--- src/rtl/leaf_pkg.sv ---
// Shared leaf-shell constants: packet field layout and credit defaults used by
// both the egress scheduler and the receive path.
package leaf_pkg;

    localparam int unsigned LEAF_PACKET_BITS           = 49;
    localparam int unsigned LEAF_PAYLOAD_BITS          = 32;
    localparam int unsigned LEAF_NUM_LEAF_BITS         = 5;
    localparam int unsigned LEAF_NUM_PORT_BITS         = 4;
    localparam int unsigned LEAF_NUM_ADDR_BITS         = 7;
    localparam int unsigned LEAF_NUM_BRAM_ADDR_BITS    = 7;
    localparam int unsigned LEAF_FREESPACE_UPDATE_SIZE = 64;

    localparam int unsigned PKT_PAYLOAD_LSB = 0;
    localparam int unsigned PKT_ADDR_LSB    = PKT_PAYLOAD_LSB + LEAF_PAYLOAD_BITS;
    localparam int unsigned PKT_PORT_LSB    = PKT_ADDR_LSB + LEAF_NUM_ADDR_BITS;
    localparam int unsigned PKT_LEAF_LSB    = PKT_PORT_LSB + LEAF_NUM_PORT_BITS;
    localparam int unsigned PKT_VALID_BIT   = PKT_LEAF_LSB + LEAF_NUM_LEAF_BITS;

endpackage

--- src/rtl/rr_arbiter.sv ---
// Combinational round-robin arbiter: first requester after last_grant wins.
module rr_arbiter #(
    parameter int unsigned NUM_REQ  = 4,
    parameter int unsigned IDX_BITS = 4
) (
    input  logic [NUM_REQ-1:0]  req,
    input  logic [IDX_BITS-1:0] last_grant,
    output logic [NUM_REQ-1:0]  grant,
    output logic [IDX_BITS-1:0] grant_idx,
    output logic                grant_vld
);

    logic                found;
    logic [NUM_REQ-1:0]  grant_c;
    logic [IDX_BITS-1:0] idx_c;

    // Offset k walks the ring starting just past last_grant; the inner loop
    // keeps every request index constant after unrolling.
    always_comb begin
        found   = 1'b0;
        grant_c = '0;
        idx_c   = '0;
        for (int unsigned k = 1; k <= NUM_REQ; k++) begin
            for (int unsigned i = 0; i < NUM_REQ; i++) begin
                if (!found && req[i] && (i == (32'(last_grant) + k) % NUM_REQ)) begin
                    found      = 1'b1;
                    grant_c[i] = 1'b1;
                    idx_c      = IDX_BITS'(i);
                end
            end
        end
        grant     = grant_c;
        grant_idx = idx_c;
        grant_vld = found;
    end

endmodule

--- src/rtl/leaf_out_sched.sv ---
// Leaf-shell egress scheduler: round-robin over user output streams with
// per-port destination config and credit tracking, one registered packet/cycle.
module leaf_out_sched
    import leaf_pkg::*;
#(
    parameter int unsigned PACKET_BITS           = LEAF_PACKET_BITS,
    parameter int unsigned PAYLOAD_BITS          = LEAF_PAYLOAD_BITS,
    parameter int unsigned NUM_LEAF_BITS         = LEAF_NUM_LEAF_BITS,
    parameter int unsigned NUM_PORT_BITS         = LEAF_NUM_PORT_BITS,
    parameter int unsigned NUM_ADDR_BITS         = LEAF_NUM_ADDR_BITS,
    parameter int unsigned NUM_OUT_PORTS         = 4,
    parameter int unsigned NUM_BRAM_ADDR_BITS    = LEAF_NUM_BRAM_ADDR_BITS,
    parameter int unsigned FREESPACE_UPDATE_SIZE = LEAF_FREESPACE_UPDATE_SIZE
) (
    input  logic                              clk,
    input  logic                              reset,
    input  logic                              cfg_vld,
    input  logic [NUM_PORT_BITS-1:0]          cfg_sel,
    input  logic [NUM_LEAF_BITS-1:0]          cfg_leaf,
    input  logic [NUM_PORT_BITS-1:0]          cfg_port,
    input  logic                              fs_vld,
    input  logic [NUM_PORT_BITS-1:0]          fs_sel,
    input  logic [NUM_OUT_PORTS*PAYLOAD_BITS-1:0] din_leaf_user2interface,
    input  logic [NUM_OUT_PORTS-1:0]          vld_user2interface,
    output logic [NUM_OUT_PORTS-1:0]          ack_interface2user,
    input  logic                              resend,
    output logic [PACKET_BITS-1:0]            dout_leaf_interface2bft
);

    localparam int unsigned CW         = NUM_BRAM_ADDR_BITS + 1;
    localparam int unsigned CREDIT_MAX = 1 << NUM_BRAM_ADDR_BITS;

    logic                     cfg_ok [NUM_OUT_PORTS];
    logic [NUM_LEAF_BITS-1:0] leaf_q [NUM_OUT_PORTS];
    logic [NUM_PORT_BITS-1:0] port_q [NUM_OUT_PORTS];
    logic [NUM_ADDR_BITS-1:0] addr_q [NUM_OUT_PORTS];
    logic [CW-1:0]            credit_q [NUM_OUT_PORTS];
    logic [CW-1:0]            credit_d [NUM_OUT_PORTS];
    logic [NUM_PORT_BITS-1:0] last_grant;

    logic [NUM_OUT_PORTS-1:0] req;
    logic [NUM_OUT_PORTS-1:0] grant;
    logic [NUM_OUT_PORTS-1:0] cfg_hit;
    logic [NUM_OUT_PORTS-1:0] fs_hit;
    logic [NUM_PORT_BITS-1:0] grant_idx;
    logic                     grant_vld;
    logic [PACKET_BITS-1:0]   pkt;

    always_comb begin
        req     = '0;
        cfg_hit = '0;
        fs_hit  = '0;
        for (int unsigned i = 0; i < NUM_OUT_PORTS; i++) begin
            req[i]     = vld_user2interface[i] && cfg_ok[i] && (credit_q[i] != '0) && !resend;
            cfg_hit[i] = cfg_vld && (cfg_sel == NUM_PORT_BITS'(i));
            fs_hit[i]  = fs_vld && (fs_sel == NUM_PORT_BITS'(i));
        end
    end

    rr_arbiter #(
        .NUM_REQ  (NUM_OUT_PORTS),
        .IDX_BITS (NUM_PORT_BITS)
    ) u_arb (
        .req        (req),
        .last_grant (last_grant),
        .grant      (grant),
        .grant_idx  (grant_idx),
        .grant_vld  (grant_vld)
    );

    assign ack_interface2user = grant;

    // Grant is one-hot, so OR-ing the granted port's fields avoids a variable array index.
    always_comb begin
        pkt = '0;
        for (int unsigned i = 0; i < NUM_OUT_PORTS; i++) begin
            if (grant[i]) begin
                pkt = pkt | PACKET_BITS'({1'b1, leaf_q[i], port_q[i], addr_q[i],
                                          din_leaf_user2interface[i*PAYLOAD_BITS +: PAYLOAD_BITS]});
            end
        end
    end

    // Credit sum is formed wide so a same-cycle refill and consume saturate once.
    always_comb begin
        for (int unsigned i = 0; i < NUM_OUT_PORTS; i++) begin
            int unsigned sum;
            sum = 32'(credit_q[i]) + (fs_hit[i] ? FREESPACE_UPDATE_SIZE : 0) - (grant[i] ? 1 : 0);
            credit_d[i] = (sum > CREDIT_MAX) ? CW'(CREDIT_MAX) : CW'(sum);
        end
    end

    always_ff @(posedge clk or posedge reset) begin
        if (reset) begin
            dout_leaf_interface2bft <= '0;
            last_grant              <= NUM_PORT_BITS'(NUM_OUT_PORTS - 1);
            for (int unsigned i = 0; i < NUM_OUT_PORTS; i++) begin
                cfg_ok[i]   <= 1'b0;
                leaf_q[i]   <= '0;
                port_q[i]   <= '0;
                addr_q[i]   <= '0;
                credit_q[i] <= '0;
            end
        end else begin
            if (!resend) begin
                dout_leaf_interface2bft <= grant_vld ? pkt : '0;
            end
            if (grant_vld) begin
                last_grant <= grant_idx;
            end
            for (int unsigned i = 0; i < NUM_OUT_PORTS; i++) begin
                credit_q[i] <= credit_d[i];
                if (cfg_hit[i]) begin
                    cfg_ok[i] <= 1'b1;
                    leaf_q[i] <= cfg_leaf;
                    port_q[i] <= cfg_port;
                    addr_q[i] <= '0;
                end else if (grant[i]) begin
                    addr_q[i] <= addr_q[i] + NUM_ADDR_BITS'(1);
                end
            end
        end
    end

endmodule

--- config.mk ---
export PLATFORM = sky130hd
export DESIGN_NAME = leaf_out_sched
export DESIGN_NICKNAME = d
export VERILOG_FILES = /design/src/rtl/leaf_pkg.sv /design/src/rtl/rr_arbiter.sv /design/src/rtl/leaf_out_sched.sv
export SDC_FILE = /design/constraint.sdc
export NUM_CORES = 1
export LEC_CHECK = 0
export ABC_AREA = 0
export BUFFER_PORTS_ARGS = -buffer_cell sky130_fd_sc_hd__buf_2
export CAP_MARGIN = 25
export CORE_MARGIN = 2
export CORE_UTILIZATION = 56
export CTS_BUF_LIST = sky130_fd_sc_hd__clkbuf_4
export DETAILED_ROUTE_END_ITERATION = 8
export PLACE_DENSITY_LB_ADDON = 0.05
export SYNTH_ARGS = -nofsm -noshare
export SYNTH_HDL_FRONTEND = slang
export SYNTH_SLANG_ARGS = --single-unit
--- constraint.sdc ---
create_clock -name clk -period 6.18 [get_ports clk]
set_input_delay 0.309 -clock clk [delete_from_list [all_inputs] [get_ports clk]]
set_output_delay 0.309 -clock clk [all_outputs]
set_load 0.05 [all_outputs]
# Yosys cells after proc, flatten, opt, wreduce, memory -nomap -nowiden
# Index checks and enable logic that the tools add are counted.
[classes] eq_ne=18 n_mul=0 addsub=16 n_lt_le_gt_ge=4 shift=0 reduce_logical=81 bitwise=3 mux=71 div_mod_pow=0
[op_table] op="49-bit two-way mux" count=5
[op_table] op="49-bit OR" count=3
[op_table] op="32-bit by 8-bit > comparator with 1-bit output, second input constant" count=4
[op_table] op="32-bit zero test" count=4
[op_table] op="7-bit two-way mux" count=12
[op_table] op="1-bit logical AND" count=51
[op_table] op="9-bit by 1-bit subtractor with 10-bit output" count=4
[op_table] op="8-bit by 7-bit adder with 9-bit output" count=4
[op_table] op="1-bit two-way mux" count=36
[op_table] op="8-bit two-way mux" count=4
[op_table] op="8-bit nonzero test" count=4
[op_table] op="7-bit by 1-bit adder with 7-bit output, second input constant" count=4
[op_table] op="2-bit two-way mux" count=14
[op_table] op="2-bit equality test, first input constant" count=8
[op_table] op="4-bit by 2-bit equality test with 1-bit output, second input constant" count=4
[op_table] op="1-bit zero test" count=16
[op_table] op="1-bit by 2-bit equality test with 1-bit output, first input constant" count=4
[op_table] op="4-bit by 1-bit equality test with 1-bit output, second input constant" count=2
[op_table] op="4-bit zero test" count=2
[op_table] op="2-bit nonzero test" count=4
[op_table] op="2-bit by 1-bit adder with 2-bit output, second input constant" count=2
[op_table] op="2-bit adder, second input constant" count=2
[word_totals] mem_count=0 ram_bits=0 output_inout_bits=53 reg_bits=151 mem_bits_ro=0 latchBits=0 wordCells=215

# Longest topological paths before layout
[logic_depth] depth_word=69 depth_mapped=19 mapped_depth_nobuf=18

# Modules after synthesis
# From an unflattened synthesis, not the netlist that was laid out.
[unflattened] hier_cells=871 hier_area_um2=8874.8
[by_module_without_submodules] mod="leaf_out_sched" n_inst=1 cells_each=844 area_each_um2=8704.6
[by_module_without_submodules] mod="rr_arbiter" n_inst=1 cells_each=27 area_each_um2=170.2

# Worst setup path after synthesis
# OpenSTA, ideal clock, no wires.
[synth_path] path_type="reg-to-reg" from="reg credit_q[2] (netlist bit)" to="reg credit_q[24] (netlist bit)" setup_time_ns=0.073 t_required_ns=6.107 arrival_time_ns=4.393 path_stages_with_launch=18 synth_period_minus_slack_ns=4.466 slack_ns=1.714 path_buffers=1 path_cell_list="dfrtp_1 inv_1 ha_1 and4bb_2 a21oi_1 o22a_1 buf_2 nor2_1 ha_1 inv_1 ha_1 fa_1 nor2b_1 o21a_1 o211a_1 or3_1 a311oi_1 nor2b_1"
[synth_lines] item="from (decl)" line_no="leaf_out_sched.sv:37" source="logic [CW-1:0] credit_q [NUM_OUT_PORTS];"
[synth_lines] item="from (signal, indexed assignment)" line_no="leaf_out_sched.sv:112" source="credit_q[i] <= credit_d[i];"

==> results.md <==
- The flow ran to the end, but the final reports show violations.
- The checks that failed: DRC.
- The worst min-delay path startpoint is resend.
- When the netlist entered floorplanning its net count stood at roughly 1.1k.
- The total power consumption of the routed design is 4880 uW.
- A synthesized cell averages 9.46 sq um.
- In this run the deepest clock path goes through 2 buffers.
- The kind of path behind the tightest hold check is in -> reg.
- On the worst path, the slowest cell contributes a delay of 0.82 ns.
- The final instance area is 11100 sq um.
- The final setup skew is 0.0209 ns.
- The area share of the largest cell type after synthesis is 0.423.
- The required time of the worst setup path is 6.65 ns.
- Wires add up to 25300 microns.
- The number of buffers added by the clock tree synthesis step is 17.
- After detailed routing, the number of vias per cell comes to 5.96.
- For this run, asynchronously set or reset flops after synthesis account for 1.00.
- The number of global-route vias before repair is 8209.
- In this run the power density over the cells is 441 nW/um^2.
- The core utilization of the finished layout is 0.723.
- The minimum clock period after layout is 4.48 ns.
- The CTS root buffer is sky130_fd_sc_hd__clkbuf_4.
- The path with the worst hold slack has its endpoint at dout_leaf_interface2bft[41]$_DFFE_PP0N_.
- The final sum of negative setup slack is 0 ns.
- The total overflow left after global routing is 0.
- After clock tree synthesis, the repair step resized 0 gates.
- The first routing iteration left 956 violations.
- The die covers roughly 17000 sq um.
- The total half-perimeter wirelength after legalization and detailed placement is between 15000 and 20000 microns.
- The cell area after placement is 10000 sq um.
- The sequential fraction of the synthesis area is 0.429.
- Of all nets on the critical path, the largest fanout is 12.
- The flop and latch count out of synthesis is 151.
- The critical path capture point type is a register.
- Counting every sink on the clock net gives 151.
- The leakage power of the design is around 0.0051 uW.
- The final period utilization is 0.725.
- After the last flow step, the layout net total stands at 1407.
- The final routed wire length divided by cell count is 17.8 microns.
- The final-report hold violation count is 0.
- Fill cells in the final layout number 1197.
- The beginning of the worst register-to-register path is credit_q[18]$_DFF_PP0_.
- The placer's final routability congestion estimate is 0.891.
- The first global-routing pass estimated 40600 microns of wire.
- During I/O placement, the number of pins put on the boundary was around 210.
- The routed layout has 8475 vias.
- The reported max-cap violation count is 0.
- The clock latency at the later pin of the worst-skew pair is 0.59 ns.
- Yosys mapped the design onto 73 distinct sky130hd cell types.
- Across every metal layer, demand over resource in global routing totals 0.307.
- Walking the worst path, the cells encountered are inv_1 > ha_1 > and4bb_1 > a211oi_1 > nor2_1 > a32oi_1 > inv_2 > ha_1 > inv_1 > ha_1 > inv_1 > fa_1 > o21bai_1 > a21oi_1 > o21ai_0 > nor3_1 > o21ai_0 > nor2_1.
- The worst reg-to-reg path cell count is 18.
- In this run the tightest slew margin relative to its limit is 0.338.
- The maximum clock frequency is 0.223 GHz.
- The endpoint identified for the worst register-to-register timing path is credit_q[4]$_DFF_PP0_.
- Data on the critical path arrives at its endpoint at 4.95 ns.
- The cell area after technology mapping is 8820 sq um.
- The total of endpoints with negative setup slack in the final report is 0.
- The fraction of layout cells with a size suffix above 1 is 0.238.
- By area the synthesized netlist is led by sky130_fd_sc_hd__dfrtp_1 42%, sky130_fd_sc_hd__ha_1 7.4%, sky130_fd_sc_hd__nand2_1 6.2%.
- The startpoint kind of the worst setup timing path is a register.
- The cell with the largest stage delay on the worst path is sky130_fd_sc_hd__a32oi_1.
- The number of detailed-routing iterations run before antenna repair is 9.
- The initial core utilization is 0.576.
- In this run the tool buffered the top-level ports with 206 buffer cells.
- The worst setup path is of the reg -> reg kind.
- The area growth from synthesis to layout is 25.5%.
- The measured slew at the worst slew-check pin is 0.994 ns.
- Setup slack on the worst reg-to-reg path comes out at 1.70 ns.
- The H-tree was split into 4 levels.
- Setup repair after global routing left no endpoint under its margin.
- The floorplan has 45 rows.
- The number of max-slew violations in the final report was 0.
- Once detail routing completed, the nets flagged for antenna violations numbered 0.
- The library cell occupying the most area in the post-synthesis netlist is sky130_fd_sc_hd__dfrtp_1.
- The x dimension of the die is approximately 130 microns.
- TritonCTS built the clock tree.
- The die outline height is 130 microns.
- The core area is around 15000 sq um.
- The cell count of the worst hold path is 3.
- Entering global routing, the biggest net connects 92 pins.
- Synthesis produced a netlist whose cell count is ~930.
- In the layout the commonest cells are 206 x sky130_fd_sc_hd__buf_2, 149 x sky130_fd_sc_hd__dfrtp_1, 146 x sky130_fd_sc_hd__nand2_1, 75 x sky130_fd_sc_hd__dlygate4sd3_1, 60 x sky130_fd_sc_hd__inv_1.
- Clock-pin slew was measured on the worst setup and hold paths at 0.14 ns.
- IR analysis of the VDD net gives a maximum drop of 0.324 mV.
- For this run, design rule violations remaining after detail routing come to 11.
- Among all flip-flop cells after synthesis, the most frequent one is sky130_fd_sc_hd__dfrtp_1.
- The number of synthesized flops with an enable pin is 0.
- The commonest non-fill, non-tap cell in the layout is sky130_fd_sc_hd__buf_2.
- The Yosys step of the flow raised 0 warnings.
- The initial antenna violation count is 1.
[where the power goes]
part	internal (uW)	switching [uW]	total [uW]
combinational	1080	1670	2750
clock	208	395	602
sequential	1300	236	1540
[state kept, by name (all words and copies together), names as in the netlist]
register	count
cfg_ok	4
last_grant	2
addr_q	28
port_q	16
credit_q	32
dout_leaf_interface2bft	49
leaf_q	20
[worst max path at each step]
stage                                start                      to  depth (start not counted)
finish              credit_q[18]$_DFF_PP0_   credit_q[4]$_DFF_PP0_                         18
global route        credit_q[18]$_DFF_PP0_   credit_q[5]$_DFF_PP0_                         18
CTS                 credit_q[18]$_DFF_PP0_   credit_q[5]$_DFF_PP0_                         18
detailed placement                  resend  credit_q[24]$_DFF_PP0_                         15
global placement                    resend  credit_q[24]$_DFF_PP0_                         15
floorplan            credit_q[2]$_DFF_PP0_  credit_q[24]$_DFF_PP0_                         17
[stage by stage]
| step | setup WS [ns] | hold slack (ns) | std cells |
|---|---|---|---|
| after global placement | 1.52 | 0.458 | 1313 |
| after floorplan | 1.71 | 0.414 | 932 |
| after global routing | 1.21 | 0.0993 | 1423 |
| final | 1.70 | 0.111 | 1423 |
| after CTS | 1.77 | 0.163 | 1420 |
| after detailed placement | 1.41 | 0.460 | 1313 |
[cells by family (layout without fill, tap and decap cells)]
group	after synthesis	after routing	share of synthesized area
xor gates and xnor gates	30	30	0.0298
AOI/OAI and AO/OA	248	248	0.214
DFF	151	151	0.429
adders and majority gates	56	56	0.0828
buffers and inverters	109	387	0.0499
and+or+nand+nor	328	328	0.182
muxes	10	10	0.0126
other	0	2	0
[cell usage after synthesis, types with 2 or more instances]
library cell / instances
sky130_fd_sc_hd__and3_1: 3
sky130_fd_sc_hd__nor3b_1: 7
sky130_fd_sc_hd__nand2b_1: 17
sky130_fd_sc_hd__xnor2_1: 19
sky130_fd_sc_hd__and2_1: 5
sky130_fd_sc_hd__dfstp_2: 2
sky130_fd_sc_hd__nor4b_1: 2
sky130_fd_sc_hd__o211ai_1: 50
sky130_fd_sc_hd__a211o_1: 4
sky130_fd_sc_hd__a21o_1: 4
sky130_fd_sc_hd__nand3_1: 20
sky130_fd_sc_hd__inv_2: 2
sky130_fd_sc_hd__a21oi_1: 31
sky130_fd_sc_hd__and4_1: 2
sky130_fd_sc_hd__clkbuf_1: 25
sky130_fd_sc_hd__xor2_1: 11
sky130_fd_sc_hd__nand2_1: 146
sky130_fd_sc_hd__nand4_1: 4
sky130_fd_sc_hd__dfrtp_1: 149
sky130_fd_sc_hd__a222oi_1: 48
sky130_fd_sc_hd__a22oi_1: 48
sky130_fd_sc_hd__inv_1: 61
sky130_fd_sc_hd__fa_1: 4
sky130_fd_sc_hd__mux2_2: 9
sky130_fd_sc_hd__or2_2: 6
sky130_fd_sc_hd__o21ai_0: 26
sky130_fd_sc_hd__nor2_1: 54
sky130_fd_sc_hd__a211oi_1: 8
sky130_fd_sc_hd__or3_1: 18
sky130_fd_sc_hd__nor2b_1: 9
sky130_fd_sc_hd__a311oi_1: 7
sky130_fd_sc_hd__buf_2: 16
sky130_fd_sc_hd__nor3_1: 15
sky130_fd_sc_hd__buf_1: 3
sky130_fd_sc_hd__o22ai_1: 2
sky130_fd_sc_hd__nand3b_1: 5
sky130_fd_sc_hd__ha_1: 52
sky130_fd_sc_hd__o21bai_1: 3
[routing by layer]
metal / vias to the layer above / GRT usage / routed length, microns
met5: - / 0 / 0
met4: 0 / 0.121 / 596
met3: 56 / 0.0574 / 1900
met2: 405 / 0.520 / 12300
met1: 4057 / 0.393 / 10500
li1: 3957 / - / -
[cell type report]
cell class | instances | area [sq um] | area share
well taps | 211 | 264 | 0.0239
clock buffers | 17 | 128 | 0.0115
clock inverters | 15 | 144 | 0.0130
flip-flops and latches | 151 | 3780 | 0.342
diodes | 2 | 5.00 | 0.000452
inverters | 63 | 241 | 0.0218
multi-input cells | 672 | 4630 | 0.418
repair buffers | 292 | 1880 | 0.170
[critical path: cells and delay by family (launching register included)]
family                   cells  cell delay, ns
AO/OA/AOI/OAI                6            2.23
adder cells (fa/ha/maj)      4            0.99
AND/OR/NAND/NOR              4            0.52
flip-flops                   1            0.37
buffers and inverters        4            0.26
[what timing repair did]
| item | in CTS | in global routing |
|---|---|---|
| hold buffers | 75 | 0 |
| setup buffers | 0 | 0 |
| endpoints found under the hold margin | 153 | 0 |
| endpoints found under the setup margin | 0 | 0 |
No activity file was read; power rests on OpenSTA's default activity.
